===== config.mk =====
export PLATFORM = sky130hd
export DESIGN_NAME = product_nibble_serializer_flat
export DESIGN_NICKNAME = d
export VERILOG_FILES = /design/src/rtl/product_nibble_serializer_if.sv /design/src/rtl/product_nibble_serializer.sv /design/src/flat_wrapper.sv
export SDC_FILE = /design/constraint.sdc
export NUM_CORES = 1
export LEC_CHECK = 0
export BUFFER_PORTS_ARGS = -buffer_cell sky130_fd_sc_hd__clkbuf_2
export CAP_MARGIN = 20
export CORE_MARGIN = 3
export CORE_UTILIZATION = 49
export CTS_CLUSTER_DIAMETER = 30
export DETAILED_ROUTE_END_ITERATION = 6
export PLACE_DENSITY_LB_ADDON = 0.05
export SLEW_MARGIN = 20
export SYNTH_ARGS = -nofsm -noshare
export SYNTH_HDL_FRONTEND = slang
export SYNTH_SLANG_ARGS = --single-unit

===== constraint.sdc =====
create_clock -name clk -period 2 [get_ports clk]
set_input_delay 0.1 -clock clk [delete_from_list [all_inputs] [get_ports clk]]
set_output_delay 0.1 -clock clk [all_outputs]
set_load 0.01 [all_outputs]

===== src/rtl/product_nibble_serializer_if.sv =====
// Product-in / nibble-out handshake bundle.
// slave = serializer side, master = producer/consumer side.
interface product_nibble_serializer_if;
  logic [7:0] in_product;
  logic       in_valid;
  logic       in_ready;
  logic [3:0] out_data;
  logic       out_sel;
  logic       out_last;
  logic       out_valid;
  logic       out_ready;

  modport slave (
    input  in_product,
    input  in_valid,
    output in_ready,
    output out_data,
    output out_sel,
    output out_last,
    output out_valid,
    input  out_ready
  );

  modport master (
    output in_product,
    output in_valid,
    input  in_ready,
    input  out_data,
    input  out_sel,
    input  out_last,
    input  out_valid,
    output out_ready
  );
endinterface


===== src/rtl/product_nibble_serializer.sv =====
// Splits an 8-bit product into low/high nibble beats.
// Optional macro ZERO_HI_SKIP_EN: send zero-high products as one beat.
module product_nibble_serializer #(
  parameter int CNT_W = 8
) (
  input  logic                       clk,
  input  logic                       rst,
  product_nibble_serializer_if.slave bus,
  output logic [CNT_W-1:0]           prod_cnt
);

  typedef enum logic [1:0] {
    IDLE = 2'd0,
    LO   = 2'd1,
    HI   = 2'd2
  } state_t;

  localparam logic [CNT_W-1:0] CNT_MAX = '1;

  state_t     state;
  state_t     state_n;
  logic [7:0] prod;
  logic       hi_zero;
  logic       done;

`ifdef ZERO_HI_SKIP_EN
  assign hi_zero = (prod[7:4] == 4'h0);
`else
  assign hi_zero = 1'b0;
`endif

  // state register
  always_ff @(posedge clk) begin
    if (rst) state <= IDLE;
    else     state <= state_n;
  end

  // next state and beat outputs, all decoded from registered state
  always_comb begin
    state_n       = state;
    done          = 1'b0;
    bus.in_ready  = 1'b0;
    bus.out_valid = 1'b0;
    bus.out_data  = 4'h0;
    bus.out_sel   = 1'b0;
    bus.out_last  = 1'b0;
    unique case (state)
      IDLE: begin
        bus.in_ready = 1'b1;
        if (bus.in_valid) state_n = LO;
      end
      LO: begin
        bus.out_valid = 1'b1;
        bus.out_data  = prod[3:0];
        bus.out_last  = hi_zero;
        if (bus.out_ready) begin
          state_n = hi_zero ? IDLE : HI;
          done    = hi_zero;
        end
      end
      HI: begin
        bus.out_valid = 1'b1;
        bus.out_data  = prod[7:4];
        bus.out_sel   = 1'b1;
        bus.out_last  = 1'b1;
        if (bus.out_ready) begin
          state_n = IDLE;
          done    = 1'b1;
        end
      end
      default: state_n = IDLE;
    endcase
  end

  // capture the product only while idle
  always_ff @(posedge clk) begin
    if (rst)
      prod <= 8'h00;
    else if (state == IDLE && bus.in_valid)
      prod <= bus.in_product;
  end

  // saturating count of completed products
  always_ff @(posedge clk) begin
    if (rst)
      prod_cnt <= '0;
    else if (done && prod_cnt != CNT_MAX)
      prod_cnt <= prod_cnt + 1'b1;
  end

endmodule

===== src/flat_wrapper.sv =====
// flat-port wrapper written by rule: the top's interface ports become plain ports
module product_nibble_serializer_flat 
#(
  parameter int CNT_W = 8
)
  (clk, rst, prod_cnt, bus_in_product, bus_in_valid, bus_in_ready, bus_out_data, bus_out_sel, bus_out_last, bus_out_valid, bus_out_ready);
  product_nibble_serializer_if bus_i ();
  input  logic clk;
  input  logic rst;
  output logic [CNT_W-1:0] prod_cnt;
  input wire logic [$bits(bus_i.in_product)-1:0] bus_in_product;
  input wire logic [$bits(bus_i.in_valid)-1:0] bus_in_valid;
  output wire logic [$bits(bus_i.in_ready)-1:0] bus_in_ready;
  output wire logic [$bits(bus_i.out_data)-1:0] bus_out_data;
  output wire logic [$bits(bus_i.out_sel)-1:0] bus_out_sel;
  output wire logic [$bits(bus_i.out_last)-1:0] bus_out_last;
  output wire logic [$bits(bus_i.out_valid)-1:0] bus_out_valid;
  input wire logic [$bits(bus_i.out_ready)-1:0] bus_out_ready;
  assign bus_i.in_product = bus_in_product;
  assign bus_i.in_valid = bus_in_valid;
  assign bus_in_ready = bus_i.in_ready;
  assign bus_out_data = bus_i.out_data;
  assign bus_out_sel = bus_i.out_sel;
  assign bus_out_last = bus_i.out_last;
  assign bus_out_valid = bus_i.out_valid;
  assign bus_i.out_ready = bus_out_ready;
  product_nibble_serializer #(.CNT_W(CNT_W)) u_core (.clk(clk), .rst(rst), .bus(bus_i), .prod_cnt(prod_cnt));
endmodule

==> results of run 1 <==
layer usage:
| layer | vias up | track usage (%) |
|---|---|---|
| li1 | 436 | - |
| met1 | 390 | 22.57 |
| met2 | 33 | 25.99 |
| met3 | 4 | 4.834 |
| met4 | 0 | 8.295 |
| met5 | - | 0 |
final timing paths:
path / start / end / slack, ns / depth (start not counted)
worst min-delay path: bus_in_product[7] / u_core.prod[7]$_SDFFE_PP0P_ / 0.02 / 3
worst max-delay path: u_core.state[0]$_SDFFE_PP0P_ / bus_out_data[2] / 0.42 / 4
worst min register to register: u_core.prod[6]$_SDFFE_PP0P_ / u_core.prod[6]$_SDFFE_PP0P_ / 0.47 / 2
worst max register to register: u_core.state[0]$_SDFFE_PP0P_ / u_core.prod_cnt[3]$_SDFFE_PP0P_ / 0.44 / 5
layout make-up:
| class | instances | area [um2] |
|---|---|---|
| Timing Repair Buffer | 28 | 142.6 |
| Tap cell | 25 | 31.28 |
| Inverter | 4 | 15.01 |
| Sequential cell | 18 | 360.3 |
| Fill cell | 177 | 669.4 |
| Clock buffer | 4 | 36.28 |
| Multi-Input combinational cell | 80 | 509.2 |
layout by cell type, fill, tap and decap left out:
cell type  instances
ha_1               7
nor2b_1            4
buf_4              1
o21ai_0            1
nand4_1            3
clkbuf_4           3
a31oi_1            2
nor3_1             1
a21oi_1            9
mux2i_1            4
a211oi_2           1
xnor2_1            1
and4_2             1
and4_1             2
clkbuf_8           1
a22oi_1            4
mux2_1             1
a41o_1             1
inv_1              4
nand3_1           10
dfxtp_1           18
o22ai_1            1
xor2_1             1
a211oi_1           2
nor2_1            12
nand2_1           12
clkbuf_2          27
power by group through the flow:
stage	Sequential, uW	Clock [uW]	Combinational [uW]
floorplan	432	0	268
detailed placement	439	0	374
global route	435	249	413
global placement	436	0	371
finish	431	224	374
CTS	431	233	376
per-stage QoR:
stage          total power [uW]  utilization (%)  instances
2_1_floorplan             700.5                -        109
5_1_grt                    1097            62.06        159
4_1_cts                    1040            62.06        159
3_3_place_gp              807.1            60.00        155
6_report                   1030            62.06        159
3_5_place_dp              813.2            60.00        155
cell families (layout without fill, tap and decap cells):
| kind of cell | after synthesis | after routing | share of synthesized area, % |
|---|---|---|---|
| AND/OR/NAND/NOR | 45 | 45 | 23.13 |
| XOR/XNOR | 2 | 2 | 1.872 |
| AO/OA/AOI/OAI | 21 | 21 | 14.57 |
| buffers and inverters | 11 | 36 | 7.084 |
| adder cells (fa/ha/maj) | 7 | 7 | 9.358 |
| flip-flops | 18 | 18 | 38.50 |
| multiplexers | 5 | 5 | 5.481 |
critical path: stages (launching register included):
cell      delay (ns)
dfxtp_1         0.40
inv_1           0.11
ha_1            0.38
nor2b_1         0.15
clkbuf_2        0.14
flip-flops by register name (all words and copies together) (netlist names):
signal / cells
u_core.state: 2
u_core.prod: 8
u_core.prod_cnt: 8
==> reports/qor.csv, run 1 <==
stage,metric,value,unit
pwr,p_seq_share,41.9,%
synthesis,postSynthCellCount,109,
timing,final.setup_skew,0.007585,ns
placed_design,pre_cts_slack,0.4579,ns
drt,top_layer,met4,
clocking,postCtsHoldBufs,0,
synthesis,synthTopCellsByCount,"18 x dfxtp_1, 12 x nand2_1, 12 x nor2_1",
synthesis,netlist.area_leader.share,38.50,%
floorplan,fp-row-count,15,
drt,drt_first_pass_iters,5,
synthesis,post_synthesis_sequential_area_ratio,38.50,%
clocking,cts_repair_resize_count,0,
pwr,pwr-share-clk,21.8,%
placed_design,dp_hpwl,1483,um
floorplan,horizontal_die_dimension,49.71,um
timing,maxSlewHeadroom,73.79,%
flow_run,max-cap-violations,0,
synthesis,area_of_the_mapped_netlist,935.9,um2
layout,antenna-diode-count,0,
clocking,cts.reportedPaths.clkPinSlew,0.11,ns
pwr,vdd_drop_max,0.7786,mV
clocking,cts_setup_buffers,0,
layout,drive_above_1_share,25.37,%
synthesis,syn-mean-instance-area,8.586,um2
synthesis,synthTopCellsByArea,"dfxtp_1 39%, ha_1 9.4%, nand3_1 5.3%",
setup_path,startpoint_type,flop,
drt,ant_nets,0,
pwr,power.net_switching,362.9,uW
floorplan,floorplan.initialDensity,53.05,%
timing,aggregate_negative_setup_slack,0,ns
layout,final_cell_area,0.001095,mm2
timing,timing.final.ws_setup,0.4217,ns
layout,area_growth_syn_to_layout,16.98,%
global_route,number_of_global_route_vias_before_repair,730,
clocking,cts_htree_levels,1,
global_route,grt_antenna_before_repair,0,
clocking,clock_path_buffers,2,
synthesis,async_reset_ff_share,0,%
clocking,clock_latency,0.29,ns
floorplan,dieHeight,49.71,um
pwr,p_per_area,940.4,mW/mm2
timing,final_hold_viol_count,0,
timing,drv_slew,0,
min_path,timing.hold.worst.class,in -> reg,
synthesis,synth-edff-count,0,
floorplan,core_area,0.001764,mm2
pwr,leakage_power_figure,0.0004801,uW
drt,dr.first_iter.drc_count,24,
synthesis,yosys_register_bits,18,
setup_path,required_time_at_the_worst_slack_endpoint,1.90,ns
pwr,pwr-share-comb,36.4,%
global_route,grt_overflow_total,0,
pwr,internal_power,666.7,uW
setup_path,arrival_time_of_data_at_the_critical_path_endpoint,1.48,ns
layout,final_nets,154,
timing,minimum_clock_period_after_layout,1.578,ns
setup_path,worstSetupPathType,reg -> out,
drt,routed-wl-met3,136,um
setup_path,worst_path_fanout_max,5,
timing,achievable_freq,633.6,MHz
global_route,grt_first_pass_wirelength,3284,um
drt,post_route_m1_wl,994,um
placed_design,gp_congestion,0.7991,
synthesis,yosysWarnings,0,
drt,met2_length,904,um
synthesis,yosysUniqueCellTypes,27,
clocking,cts_tree,built,
placed_design,dpl_cell_area,0.001059,mm2
clocking,clock_buffer_count_from_cts,3,
synthesis,synth_largest_area_cell,dfxtp_1,
floorplan,ios,28,
floorplan,design.die.area,0.002471,mm2
drt,post_drt_wl_per_cell,13.01,um
timing,worstMarginPinSlew,0.3931,ns
clocking,cts.sinks,18,
global_route,overall_track_demand_over_capacity_in_global_routing,17.28,%
global_route,pin_count_of_the_biggest_net_entering_global_routing,20,
synthesis,synth_flop_cell,dfxtp_1,
pwr,net_switching_fraction_of_the_power,35.24,%
placed_design,buffer_ports.inserted,27,
timing,whs,0.02084,ns
timing,layout_worst_path_cycle_share,78.92,%
status,outcome,"complete, no violations",
setup_path,timing.critical_path.to_type,output port,
drt,num_vias,863,
drt,detail_route.drc_violations,0,
clocking,cts.root.buffer_cell,clkbuf_4,
drt,routed_via_density,5.428,
synthesis,library_cell_with_the_highest_instance_count_after_synthesis,dfxtp_1,
synthesis,syn-num-nets,128,
timing,setup_violations,0,
drt,wl,2068,um
timing,rsz_0062_raised_after_global_routing,no,
Note: power is estimated with default switching activity, not from simulation.
==> run 2: changes to the inputs <==
--- a/config.mk
+++ b/config.mk
@@ -5,10 +5,11 @@
 export SDC_FILE = /design/constraint.sdc
 export NUM_CORES = 1
 export LEC_CHECK = 0
+export ABC_AREA = 1
 export BUFFER_PORTS_ARGS = -buffer_cell sky130_fd_sc_hd__clkbuf_2
 export CAP_MARGIN = 20
 export CORE_MARGIN = 3
-export CORE_UTILIZATION = 49
+export CORE_UTILIZATION = 50
 export CTS_CLUSTER_DIAMETER = 30
 export DETAILED_ROUTE_END_ITERATION = 6
 export PLACE_DENSITY_LB_ADDON = 0.05
==> constraint.sdc (replaced) <==
create_clock -name clk -period 1.55 [get_ports clk]
set_input_delay 0.0775 -clock clk [delete_from_list [all_inputs] [get_ports clk]]
set_output_delay 0.0775 -clock clk [all_outputs]
set_load 0.01 [all_outputs]
==> run 2 against run 1 <==
Effect of this change:
- core utilization up 9.2 points
- worst hold slack worse by 0.0068 ns
- routed wire length is 5.1% higher
- sequential power up 52%
- register-to-register slack lost 0.26 ns
- clock power rose by 36%
- cell count grew 24%
- critical endpoint is now bus_out_data[0]
- largest cell class unchanged
- first-iteration DRC count fell by 29%
- sequential cell count unchanged
- non-clock buffer count grew 4
==> reports/qor.csv, run 2 <==
stage,metric,value,unit,change
timing,final.setup_skew,0.002486,ns,-0.005099 ns
placed_design,gp_congestion,0.8056,,+0.81%
layout,final_cell_area,0.001270,mm2,+16%
min_path,timing.hold.worst.class,in -> reg,,
floorplan,core_area,0.001783,mm2,+1.1%
clocking,cts_htree_levels,1,,unchanged
synthesis,syn-mean-instance-area,7.117,um2,-17%
global_route,overall_track_demand_over_capacity_in_global_routing,18.88,%,+1.6 points
floorplan,design.die.area,0.002532,mm2,+2.5%
synthesis,synth_flop_cell,dfxtp_1,,
global_route,number_of_global_route_vias_before_repair,808,,+11%
timing,drv_slew,0,,unchanged
clocking,cts.reportedPaths.clkPinSlew,0.11,ns,about the same
global_route,grt_most_used_layer,met2,,
min_path,hold_start,bus_in_product[2],,
floorplan,ios,28,,unchanged
synthesis,synthTopCellsByArea,"dfxtp_1 37%, nor2_1 12%, nand2_1 9.2%",,
global_route,pin_count_of_the_biggest_net_entering_global_routing,18,,-10%
min_path,hold_path_depth,3,,unchanged
timing,maxSlewHeadroom,68.70,%,-5.1 points
pwr,total_power,1783,uW,+73%
setup_path,worst-path-buf-inv,3,,+1
synthesis,yosysUniqueCellTypes,20,,-26%
min_path,min_delay_worst_endpoint,u_core.prod[2]$_SDFFE_PP0P_,,
floorplan,floorplan.initialDensity,55.09,%,+2.0 points
layout,final-seq-area,365.4,um2,+1.4%
layout,antenna-diode-count,0,,unchanged
layout,final_nets,192,,+25%
synthesis,synthTopCellsByCount,"31 x nor2_1, 24 x nand2_1, 18 x dfxtp_1",,
synthesis,netlist.area_leader.share,36.69,%,-1.8 points
drt,ant_nets,0,,unchanged
global_route,grt_first_pass_wirelength,3643,um,+11%
layout,area_growth_syn_to_layout,29.30,%,
layout,nFillCells,147,,-17%
pwr,leakage_power_figure,0.0005914,uW,+23%
clocking,cts.root.buffer_cell,clkbuf_4,,
setup_path,arrival_time_of_data_at_the_critical_path_endpoint,1.42,ns,-0.06 ns
drt,drt_first_pass_iters,4,,-1
setup_path,critical-path-slowest-cell,dfxtp_4,,
setup_path,rr_endpoint,u_core.state[1]$_SDFFE_PP0P_,,
timing,timing.final.ws_setup,0.05099,ns,-0.3707 ns
timing,aggregate_negative_setup_slack,0,ns,unchanged
setup_path,delay_of_the_slowest_cell_on_the_worst_path,0.39,ns,about the same
setup_path,timing.rr.start,u_core.state[0]$_SDFFE_PP0P_,,
setup_path,crit_path_cell_trace,"clkinvlp_4, ha_4, inv_4, a21oi_2, clkbuf_2",,
drt,wl,2174,um,+5.1%
setup_path,startpoint_type,flop,,
clocking,clock_buffer_count_from_cts,3,,unchanged
setup_path,r2r.worst_path.cells,6,,+1
floorplan,dieHeight,50.32,um,+1.2%
clocking,cts.sinks,18,,unchanged
setup_path,worstSetupPathType,reg -> out,,
layout,drive_above_1_share,34.30,%,+8.9 points
global_route,grt.met1_usage,26.28,%,+3.7 points
clocking,cts_tree,built,,
synthesis,async_reset_ff_share,0,%,unchanged
timing,layout_worst_path_cycle_share,96.71,%,
timing,final_hold_viol_count,0,,unchanged
synthesis,post_synthesis_sequential_area_ratio,36.69,%,-1.8 points
floorplan,fp-row-count,15,,unchanged
drt,num_vias,927,,+7.4%
timing,achievable_freq,667.1,MHz,
setup_path,required_time_at_the_worst_slack_endpoint,1.47,ns,-0.43 ns
flow_run,max-cap-violations,0,,unchanged
synthesis,synth-edff-count,0,,unchanged
status,outcome,"complete, no violations",,
clocking,clock_path_buffers,2,,unchanged
setup_path,r2r_setup_slack,0.18,ns,-0.26 ns
floorplan,horizontal_die_dimension,50.32,um,+1.2%
synthesis,yosys_register_bits,18,,unchanged
drt,dr.first_iter.drc_count,17,,-29%
drt,routed_via_density,4.706,,-13%
synthesis,syn-num-nets,157,,+23%
synthesis,synth_largest_area_cell,dfxtp_1,,
pwr,p_per_area,1404,mW/mm2,+49%
synthesis,yosysWarnings,0,,unchanged
drt,post_drt_wl_per_cell,11.04,um,-15%
layout,multi_input_area,595.6,um2,+17%
clocking,clock_latency,0.30,ns,about the same
timing,rsz_0062_raised_after_global_routing,yes,,
placed_design,pre_cts_slack,0.2001,ns,-0.2579 ns
global_route,grt_antenna_before_repair,0,,unchanged
global_route,grt.met3_usage,5.045,%,+0.21 points
synthesis,postSynthCellCount,138,,+27%
pwr,vdd_drop_max,0.9600,mV,+23%
synthesis,area_of_the_mapped_netlist,982.2,um2,+4.9%
global_route,grt_overflow_total,0,,unchanged
timing,setup_violations,0,,unchanged
layout,layout_common_cells,"31 x nor2_1, 25 x clkbuf_2, 24 x nand2_1, 16 x dfxtp_1",,
placed_design,buffer_ports.inserted,27,,unchanged
setup_path,timing.critical_path.to_type,output port,,
layout,mostFrequentLayoutCell,nor2_1,,
global_route,met2_usage,27.17,%,+1.2 points
setup_path,worst_path_fanout_max,4,,-1
layout,biggestRegsByFlops,"u_core.prod x8, u_core.prod_cnt x8, u_core.state x2",,
synthesis,library_cell_with_the_highest_instance_count_after_synthesis,nor2_1,,
placed_design,dpl_cell_area,0.001137,mm2,+7.4%
timing,minimum_clock_period_after_layout,1.499,ns,
placed_design,dp_hpwl,1514,um,+2.1%
setup_path,critical_path.top_delay_family,flip-flops,,
timing,worstMarginPinSlew,0.4690,ns,+0.07595 ns
drt,detail_route.drc_violations,0,,unchanged
[run 2: worst reg2reg max path, stage by stage (launching register included)]
cell	delay [ns]
dfxtp_4	0.39
clkinvlp_4	0.13
ha_1	0.25
o21bai_1	0.11
o21ai_0	0.14
o21ai_0	0.19
nor2_1	0.06
[run 2: timing repair]
action / in CTS / in global routing
resized for setup: 2 / 16
pin swaps: 0 / 1
endpoints found under the hold margin: 1 / 0
hold buffers: 1 / 0
setup endpoints to repair: 4 / 4
setup buffers: 0 / 3
[run 2: kinds of logic after synthesis]
kind of cell	after synthesis	share of synthesized area, %
simple gates	73	34.14
compound gates	22	12.23
fa+ha+maj	7	8.917
buf+inv	18	8.026
flops	18	36.69
[run 2: how the worst max path moves through the flow]
stage,start,endpoint,slack [ns],depth (start not counted)
4_1_cts,u_core.state[0]$_SDFFE_PP0P_,bus_out_data[0],0.009,5
3_5_place_dp,u_core.state[1]$_SDFFE_PP0P_,u_core.state[1]$_SDFFE_PP0P_,0.20,6
6_report,u_core.state[0]$_SDFFE_PP0P_,bus_out_data[0],0.05,5
5_1_grt,u_core.state[0]$_SDFFE_PP0P_,bus_out_data[1],-0.02,6
3_3_place_gp,u_core.state[1]$_SDFFE_PP0P_,u_core.state[1]$_SDFFE_PP0P_,0.27,6
2_1_floorplan,u_core.state[0]$_SDFFE_PP0P_,u_core.prod[0]$_SDFFE_PP0P_,0.31,6
[run 2: final cells by class]
class                           instances  area share [%]
Multi-Input combinational cell        102           46.90
Inverter                               16           5.222
Clock buffer                            4           2.857
Timing Repair Buffer                   32           13.79
Sequential cell                        18           28.77
Tap cell                               25           2.463
[run 2: metal layers]
layer  share of wire, %  routed length, um
met5                  0                  0
met4                1.9                 42
met3                3.5                 76
met2                 43                942
met1                 51               1113
[run 2: per-stage QoR]
step / instances / hold WS [ns] / utilization [%]
after CTS: 194 / 0.005218 / 66.53
after floorplan: 138 / 0.1505 / -
after global routing: 197 / 0.01723 / 71.23
after detailed placement: 189 / 0.2765 / 63.79
final: 197 / 0.01402 / 71.23
after global placement: 189 / 0.2672 / 63.79
[run 2: power breakdown]
| part | switching (uW) | leakage, uW | total [uW] | internal, uW |
|---|---|---|---|---|
| registers | 84.3 | 0.000148 | 654 | 569 |
| clock network | 162 | 0.0000210 | 305 | 144 |
| logic | 469 | 0.000422 | 824 | 355 |
| total | 715 | 0.000591 | 1780 | 1070 |
